`src/rtl/mux4_arbiter.sv`:
```
`default_nettype none
// ============================================================================
//  Module   : mux4_arbiter
//  Purpose  : Round-robin arbiter and 4:1 sequencer for a 24-bit data path,
//             streaming bounded bursts from the granted source over valid/ready.
//  Revision : 1.0
// ============================================================================
module mux4_arbiter #(
    parameter int BURST_MAX = 4
) (
    input  logic        clk,
    input  logic        rst,
    input  logic [3:0]  req,
    input  logic [23:0] d0,
    input  logic [23:0] d1,
    input  logic [23:0] d2,
    input  logic [23:0] d3,
    input  logic        out_ready,
    output logic [3:0]  gnt,
    output logic [1:0]  sel,
    output logic        out_valid,
    output logic [23:0] out_data,
    output logic        busy
);

    localparam int c_cnt_w = (BURST_MAX > 1) ? $clog2(BURST_MAX) : 1;
    localparam logic [c_cnt_w-1:0] c_last = c_cnt_w'(BURST_MAX - 1);

    typedef enum logic [0:0] {
        ST_IDLE = 1'b0,
        ST_BUSY = 1'b1
    } state_t;

    state_t               r_state;
    state_t               w_state_nxt;
    logic [1:0]           r_ptr;
    logic [1:0]           w_ptr_nxt;
    logic [c_cnt_w-1:0]   r_cnt;
    logic [c_cnt_w-1:0]   w_cnt_nxt;
    logic [3:0]           r_gnt;
    logic [3:0]           w_gnt_nxt;
    logic [1:0]           r_sel;
    logic [1:0]           w_sel_nxt;
    logic [1:0]           w_pick;
    logic [23:0]          w_src;
    logic                 w_busy;
    logic                 w_accept;

    assign w_busy    = (r_state == ST_BUSY);
    assign busy      = w_busy;
    assign gnt       = r_gnt;
    assign sel       = r_sel;
    assign out_valid = w_busy & req[r_sel];
    assign w_accept  = out_valid & out_ready;
    assign out_data  = w_busy ? w_src : 24'h0;

    always_comb begin
        w_src = d0;
        case (r_sel)
            2'd0:    w_src = d0;
            2'd1:    w_src = d1;
            2'd2:    w_src = d2;
            default: w_src = d3;
        endcase
    end

    // Scan from farthest to nearest so the nearest requester (from ptr) wins.
    always_comb begin
        w_pick = r_ptr;
        for (int k = 3; k >= 0; k--) begin
            if (req[r_ptr + 2'(k)]) begin
                w_pick = r_ptr + 2'(k);
            end
        end
    end

    always_comb begin
        w_state_nxt = r_state;
        w_ptr_nxt   = r_ptr;
        w_cnt_nxt   = r_cnt;
        w_gnt_nxt   = r_gnt;
        w_sel_nxt   = r_sel;
        case (r_state)
            ST_IDLE: begin
                if (|req) begin
                    w_state_nxt = ST_BUSY;
                    w_sel_nxt   = w_pick;
                    w_gnt_nxt   = 4'b0001 << w_pick;
                    w_cnt_nxt   = '0;
                end
            end
            ST_BUSY: begin
                // A withdrawn request has out_valid low, so no beat is counted.
                if (!req[r_sel] || (w_accept && (r_cnt == c_last))) begin
                    w_state_nxt = ST_IDLE;
                    w_ptr_nxt   = r_sel + 2'd1;
                    w_gnt_nxt   = 4'b0000;
                    w_cnt_nxt   = '0;
                end else if (w_accept) begin
                    w_cnt_nxt = r_cnt + 1'b1;
                end
            end
            default: begin
                w_state_nxt = ST_IDLE;
            end
        endcase
    end

    always_ff @(posedge clk) begin
        if (rst) begin
            r_state <= ST_IDLE;
            r_ptr   <= 2'd0;
            r_cnt   <= '0;
            r_gnt   <= 4'b0000;
            r_sel   <= 2'd0;
        end else begin
            r_state <= w_state_nxt;
            r_ptr   <= w_ptr_nxt;
            r_cnt   <= w_cnt_nxt;
            r_gnt   <= w_gnt_nxt;
            r_sel   <= w_sel_nxt;
        end
    end

endmodule
`default_nettype wire

```
`config.mk`:
```
export PLATFORM = sky130hd
export DESIGN_NAME = mux4_arbiter
export DESIGN_NICKNAME = d
export VERILOG_FILES = /design/src/rtl/mux4_arbiter.sv
export SDC_FILE = /design/constraint.sdc
export NUM_CORES = 1
export LEC_CHECK = 0
export CAP_MARGIN = 10
export CORE_UTILIZATION = 28
export CTS_CLUSTER_DIAMETER = 40
export DETAILED_ROUTE_END_ITERATION = 7
export HOLD_SLACK_MARGIN = 0.08
export PLACE_DENSITY = 0.87
export SLEW_MARGIN = 40
export SYNTH_ARGS = -nofsm -noshare
export SYNTH_HDL_FRONTEND = slang
export SYNTH_SLANG_ARGS = --single-unit
```
`constraint.sdc`:
```
create_clock -name clk -period 1.9 [get_ports clk]
set_input_delay 0.285 -clock clk [delete_from_list [all_inputs] [get_ports clk]]
set_output_delay 0.285 -clock clk [all_outputs]
set_load 0.01 [all_outputs]
```
==> results of run 1 <==
synth_stat cells:
cell type | instances | area [sq um]
o21ai_1 | 1 | 5.00
nor3_1 | 2 | 10.0
a22oi_1 | 1 | 7.51
nor4b_2 | 1 | 15.0
a22o_1 | 2 | 17.5
and2_4 | 1 | 8.76
o21ai_2 | 1 | 8.76
nand2_2 | 1 | 6.26
inv_2 | 1 | 3.75
dfxtp_1 | 11 | 220
o221a_2 | 1 | 11.3
mux4_2 | 1 | 22.5
nand2b_1 | 2 | 12.5
or2_1 | 1 | 6.26
a2bb2oi_1 | 1 | 8.76
a21oi_1 | 29 | 145
a2111oi_2 | 1 | 15.0
nor2b_1 | 2 | 12.5
nor4_1 | 1 | 6.26
nand2_1 | 7 | 26.3
a32o_1 | 1 | 10.0
mux2_2 | 1 | 11.3
o21a_1 | 1 | 7.51
ha_1 | 5 | 62.6
clkinv_4 | 1 | 8.76
mux2i_1 | 1 | 10.0
a211oi_1 | 2 | 15.0
and3b_1 | 1 | 8.76
inv_1 | 5 | 18.8
a222oi_1 | 24 | 240
nor2_1 | 58 | 218
clkbuf_1 | 14 | 52.6
a21oi_2 | 1 | 8.76
layout make-up:
type	instances	area share [%]
repair buffers	167	54.5
multi-input cells	151	32.9
flip-flops and latches	11	7.69
well taps	50	2.14
clock buffers	4	1.54
inverters	7	1.15
metrics by stage:
step,util (%),instances
after global placement,68.5,378
after global routing,71.1,390
after CTS,70.4,390
final,71.1,390
after detailed placement,68.5,378
after floorplan,-,183
path summary, 6_finish.rpt:
check                 end  slack, ns  depth (start not counted)
max reg2reg        gnt[2]       0.10                          7
max          out_data[10]      -0.16                          8
min                gnt[0]       0.46                          2
min reg2reg        gnt[0]       0.46                          2
report_power, final:
group / switching [mW] / total (mW) / internal (mW)
combinational: 0.365 / 0.877 / 0.512
clock: 0.0894 / 0.237 / 0.147
sequential: 0.0194 / 0.268 / 0.249
state kept, by name, summed over array words and instances, names as in the netlist:
register,flops
busy,1
gnt,4
r_cnt,2
r_ptr,2
sel,2
routing by layer:
layer	vias to the layer above	global-route usage, %
li1	1014	-
met1	996	26.1
met2	101	49.3
met3	17	6.09
met4	0	7.29
met5	-	0
worst register-to-register path, cell delays in order (launching register included):
cell,delay (ns)
dfxtp_4,0.39
buf_6,0.12
mux4_2,0.53
buf_6,0.15
nand2_2,0.05
o21ai_2,0.07
and2_4,0.17
a22o_1,0.21
repair_timing:
item	CTS	global route
pin swaps	36	27
gates resized for setup	115	3
setup endpoints to repair	25	28
buffers inserted	5	0
cloned	3	1
kinds of logic (layout without fill, tap and decap cells):
logic type | Yosys count | count (layout)
buf+inv | 21 | 178
fa+ha+maj | 5 | 5
compound gates | 66 | 66
flops | 11 | 11
mux | 3 | 3
simple gates | 77 | 77
==> run summary, run 1 <==
status -> complete, but fails checks
failing checks -> setup timing
Finished Cell Area -> 2930 sq um
Cell variety after synth -> 33
initial antenna violation count -> 0
M1 wire length -> 2350 um
Final Cycle Share -> 108%
CP endpoint kind -> output port
Post-Syn Nets -> 291
placed inst area -> 2820 sq um
adder-cell share of the synthesized area -> 5.04%
skew final -> 0.00442 ns
slowest cell delay on critical path -> 0.34 ns
Area Overhead vs Synth -> 136%
Clock Sinks -> 11
cell-by-cell trace of the critical path -> inv_2 -> ha_4 -> clkbuf_16 -> a222oi_1 -> nor2_1 -> a21oi_1 -> nor2_1 -> buf_2
Hold Vio Cnt, Final -> 0
Post-layout nets -> 449
core area -> 4120 sq um
die width -> 68.6 um
Synth Area per Inst -> 6.78 sq um
cts hold-fix bufs -> 0
ant diodes -> 0
max-cap check violation count -> 0
Worst EP arrival -> 1.77 ns
Post-Route WL -> 6470 um
Hold Crit Class -> reg -> reg
share of cells above drive strength 1 -> 23.2%
critical setup path kind -> reg -> out
CP bufs+invs -> 3
PD cells -> 472 nW/um^2
Req. time, crit path -> 1.62 ns
PnR Total Power -> 1.38 mW
highest clock rate -> 486 MHz
fin. max-slew vios -> 0
XOR/XNOR Fraction of Synth Area -> 0%
final setup fails -> 24
Core Rows -> 23
gpl congestion -> 0.844
ANT nets after route -> 0
critical path startpoint category -> flop
register bit total from synthesis -> 11
Syn Std Cell Area -> 1240 sq um
Filler cells -> 348
initial core utilization -> 30.2%
mux contribution to synthesized area -> 3.53%
Leak Pwr -> 1.27 nW
max layer used -> met4
pre-CTS WS -> -0.373 ns
Via density -> 5.46
post-synthesis compound-gate area fraction -> 40.3%
TritonRoute pass-1 iters -> 5
hold slack final -> 0.458 ns
Clock Pin Slew Worst Setup and Hold Paths -> 0.05 ns
Register Area -> 225 sq um
metal2 WL -> 3340 um
worst vdd ir -> 0.000347 V
pin count of the biggest net entering global routing -> 28
crit-path leading delay family -> compound AO/OA/AOI/OAI gates
commonest non-fill, non-tap cell in the layout -> clkdlybuf4s50_1
multi-input logic area -> 965 sq um
Clock Root Buffer -> clkbuf_8
final setup margin -> -0.159 ns
CTS tree -> yes
Slew headroom -> 75.0%
Crit. Startpoint -> sel[0]
vias in the first global route -> 1941
Mapped Cells -> 183
Worst path slowest cell -> dfxtp_2
Post-route DRC -> 0
GRT Total Usage -> 25.2%
simple-gate share of the synthesized area -> 26.6%
DPL Wire Length -> 4610 um
metal3 WL -> 645 um
clock latency on the worst-skew pair -> 0.24 ns
routed vias -> 2128
initial DRC count -> 236
minimum clock period -> 2.06 ns
Setup TNS Final -> -2.46 ns
largest family of logic cells by synthesized area -> compound AO/OA/AOI/OAI gates
most used cell, CP -> nor2_1
port bufs -> 134
Tightest Pin Transition -> 0.376 ns
CTS Buffer Depth -> 2
die height -> 68.6 um
IO Count -> 135
worst reg2reg startpoint -> sel[1]
wire per inst -> 16.6 um
min-delay src -> gnt[0]
first-pass GRT wire length -> 8930 um
synth warn -> 0
H-Tree Depth -> 1
unrepaired setup endpoints after global routing -> true
full die area -> 4700 sq um
CP max FO -> 6
CTS Buf Count -> 3
grt total ovfl -> 0
sequential-to-total area share from yosys stat -> 17.7%
most frequent cells in the layout -> clkdlybuf4s50_1, nor2_1, a21oi_1, a222oi_1, buf_2
Power figures use the tool's default switching activity.
==> run 2: changes to the inputs <==
Settings changed: RECOVER_POWER from default to 100.
==> run 2 against run 1 <==
The flow still finishes with violations (setup timing); cell count is the same; combinational power about the same; sequential share of layout area about the same; die area is the same; core utilization is 0.091 points lower; design area shrank 0.13%; global-route usage unchanged; critical path type unchanged; largest cell class unchanged; largest power group unchanged; highest routed layer unchanged.
==> run summary, run 2 (synthesis gave the netlist of run 1 again) <==
status -> complete, but fails checks
failing checks -> setup timing
CP endpoint kind -> output port
Filler cells -> 350 (+0.57%)
minimum clock period -> 2.07 ns (+0.00679 ns)
worst vdd ir -> 0.000346 V (-0.23%)
wire per inst -> 16.6 um (+0.23%)
Int Power -> 0.905 mW (-0.40%)
met1 GRT Util -> 26.1% (unchanged)
pin count of the biggest net entering global routing -> 28 (unchanged)
Via density -> 5.48 (+0.52%)
Sw Share -> 34.4% (+0.12 points)
Req. time, crit path -> 1.62 ns (about the same)
IO Count -> 135 (unchanged)
Clock Root Buffer -> clkbuf_8
max reg flops -> 4 (unchanged)
hold slack final -> 0.455 ns (-0.00299 ns)
Clk pwr share -> 17.2% (about the same)
crit-path leading delay family -> compound AO/OA/AOI/OAI gates
PnR Total Power -> 1.38 mW (-0.21%)
H-Tree Depth -> 1 (unchanged)
core area -> 4120 sq um (unchanged)
highest clock rate -> 484 MHz (-0.33%)
Placed Cells incl. Taps -> 378 (unchanged)
CTS Buffer Depth -> 2 (unchanged)
PD cells -> 472 nW/um^2 (about the same)
ANT nets after route -> 0 (unchanged)
Slew headroom -> 75.0% (about the same)
Final Util -> 71.1% (-0.091 points)
GR Layer Usage met3 -> 6.09% (unchanged)
slowest cell delay on critical path -> 0.34 ns (about the same)
P_sw -> 0.474 mW (+0.14%)
CTS tree -> yes
Hold Vio Cnt, Final -> 0 (unchanged)
initial antenna violation count -> 0 (unchanged)
Clock Sinks -> 11 (unchanged)
Core Rows -> 23 (unchanged)
ant diodes -> 0 (unchanged)
Post-route DRC -> 0 (unchanged)
initial core utilization -> 30.2% (unchanged)
commonest non-fill, non-tap cell in the layout -> clkdlybuf4s50_1
final setup fails -> 24 (unchanged)
CP max FO -> 6 (unchanged)
max-cap check violation count -> 0 (unchanged)
worst reg2reg startpoint -> sel[1]
Tightest Pin Transition -> 0.375 ns (-0.000506 ns)
fin. max-slew vios -> 0 (unchanged)
critical path startpoint category -> flop
most frequent cells in the layout -> clkdlybuf4s50_1, nor2_1, a21oi_1, a222oi_1, buf_2
Worst path slowest cell -> dfxtp_2
Worst EP arrival -> 1.78 ns (about the same)
Post-Route WL -> 6490 um (+0.23%)
Post-layout nets -> 449 (unchanged)
combinational share of power -> 63.4% (about the same)
first-pass GRT wire length -> 8930 um (unchanged)
gpl congestion -> 0.844 (unchanged)
Area Overhead vs Synth -> 136%
Setup TNS Final -> -2.53 ns (-0.0707 ns)
GRT Total Usage -> 25.2% (unchanged)
CTS Buf Count -> 3 (unchanged)
vias in the first global route -> 1941 (unchanged)
initial DRC count -> 236 (unchanged)
Clock Pin Slew Worst Setup and Hold Paths -> 0.05 ns (about the same)
final setup margin -> -0.166 ns (-0.00679 ns)
DPL Wire Length -> 4610 um (unchanged)
most used cell, CP -> nor2_1
full die area -> 4700 sq um (unchanged)
unrepaired setup endpoints after global routing -> true
CP bufs+invs -> 3 (unchanged)
TritonRoute pass-1 iters -> 6 (+1)
Final Cycle Share -> 109% (+0.36 points)
grt total ovfl -> 0 (unchanged)
routing usage on met2 -> 49.3% (unchanged)
die height -> 68.6 um (unchanged)
share of cells above drive strength 1 -> 22.9% (-0.29 points)
Leak Pwr -> 1.28 nW (+0.69%)
gr busiest metal -> met2
die width -> 68.6 um (unchanged)
critical setup path kind -> reg -> out
skew final -> 0.00458 ns (+0.000164 ns)
Crit. Startpoint -> sel[0]
sequential share of power -> 19.4% (about the same)
port bufs -> 134 (unchanged)
min-delay src -> gnt[0]
clock latency on the worst-skew pair -> 0.24 ns (about the same)
Hold Crit Class -> reg -> reg
routed vias -> 2139 (+0.52%)
cell-by-cell trace of the critical path -> inv_2 -> ha_4 -> clkbuf_16 -> a222oi_1 -> nor2_1 -> a21oi_1 -> nor2_1 -> buf_2
Finished Layout Cells -> 390 (unchanged)
==> run 2: cell types whose count changed in the layout (fill, tap and decap cells not counted), sizes merged <==
cell	delta
clkdlybuf4s50	-5
dlygate4sd3	+5
buf	-1
clkbuf	+1
==> run 2: layer usage <==
metal / routed length, um / up-vias
li1: - / 1014
met1: 2400 / 1005
met2: 3330 / 103
met3: 622 / 17
met4: 137 / 0
met5: 0 / -
==> run 2: cell type report <==
type	count	area [sq um]	share of cell area, %
flip-flops and latches	11	225	7.70
repair buffers	167	1590	54.5
clock buffers	4	45.0	1.54
inverters	7	33.8	1.16
well taps	50	62.6	2.14
multi-input cells	151	965	33.0
==> run 2: worst paths after layout <==
check,endpoint,slack [ns],cells past startpoint
worst min register to register,gnt[0],0.45,2
worst max-delay path,out_data[10],-0.17,8
worst min-delay path,gnt[0],0.45,2
worst max register to register,gnt[2],0.10,7
==> run 2: repair_timing <==
action	in CTS	in global routing
setup buffers	5	0
cloned	3	1
hold buffers	0	0
pin swaps	36	27
gates resized for setup	115	3
setup endpoints to repair	25	28
==> run 2: worst min-delay path, cell delays in order, from the launching register on <==
cell and delay [ns]:
dfxtp_1 0.30, nand2_1 0.05, a21oi_1 0.05
==> run 2: metrics by stage <==
step / worst slack [ns] / area (sq um)
after floorplan: 0.0725 / 1240
after global placement: -0.357 / 2820
after detailed placement: -0.373 / 2820
after CTS: -0.164 / 2900
after global routing: -0.277 / 2920
final: -0.166 / 2920
==> run 2: power groups by stage <==
| stage | Clock (mW) | Sequential (mW) | Combinational (mW) |
|---|---|---|---|
| after global routing | 0.254 | 0.271 | 0.946 |
| after global placement | 0 | 0.268 | 0.823 |
| after floorplan | 0 | 0.274 | 0.341 |
| after detailed placement | 0 | 0.269 | 0.833 |
| final | 0.237 | 0.268 | 0.874 |
| after CTS | 0.238 | 0.267 | 0.852 |
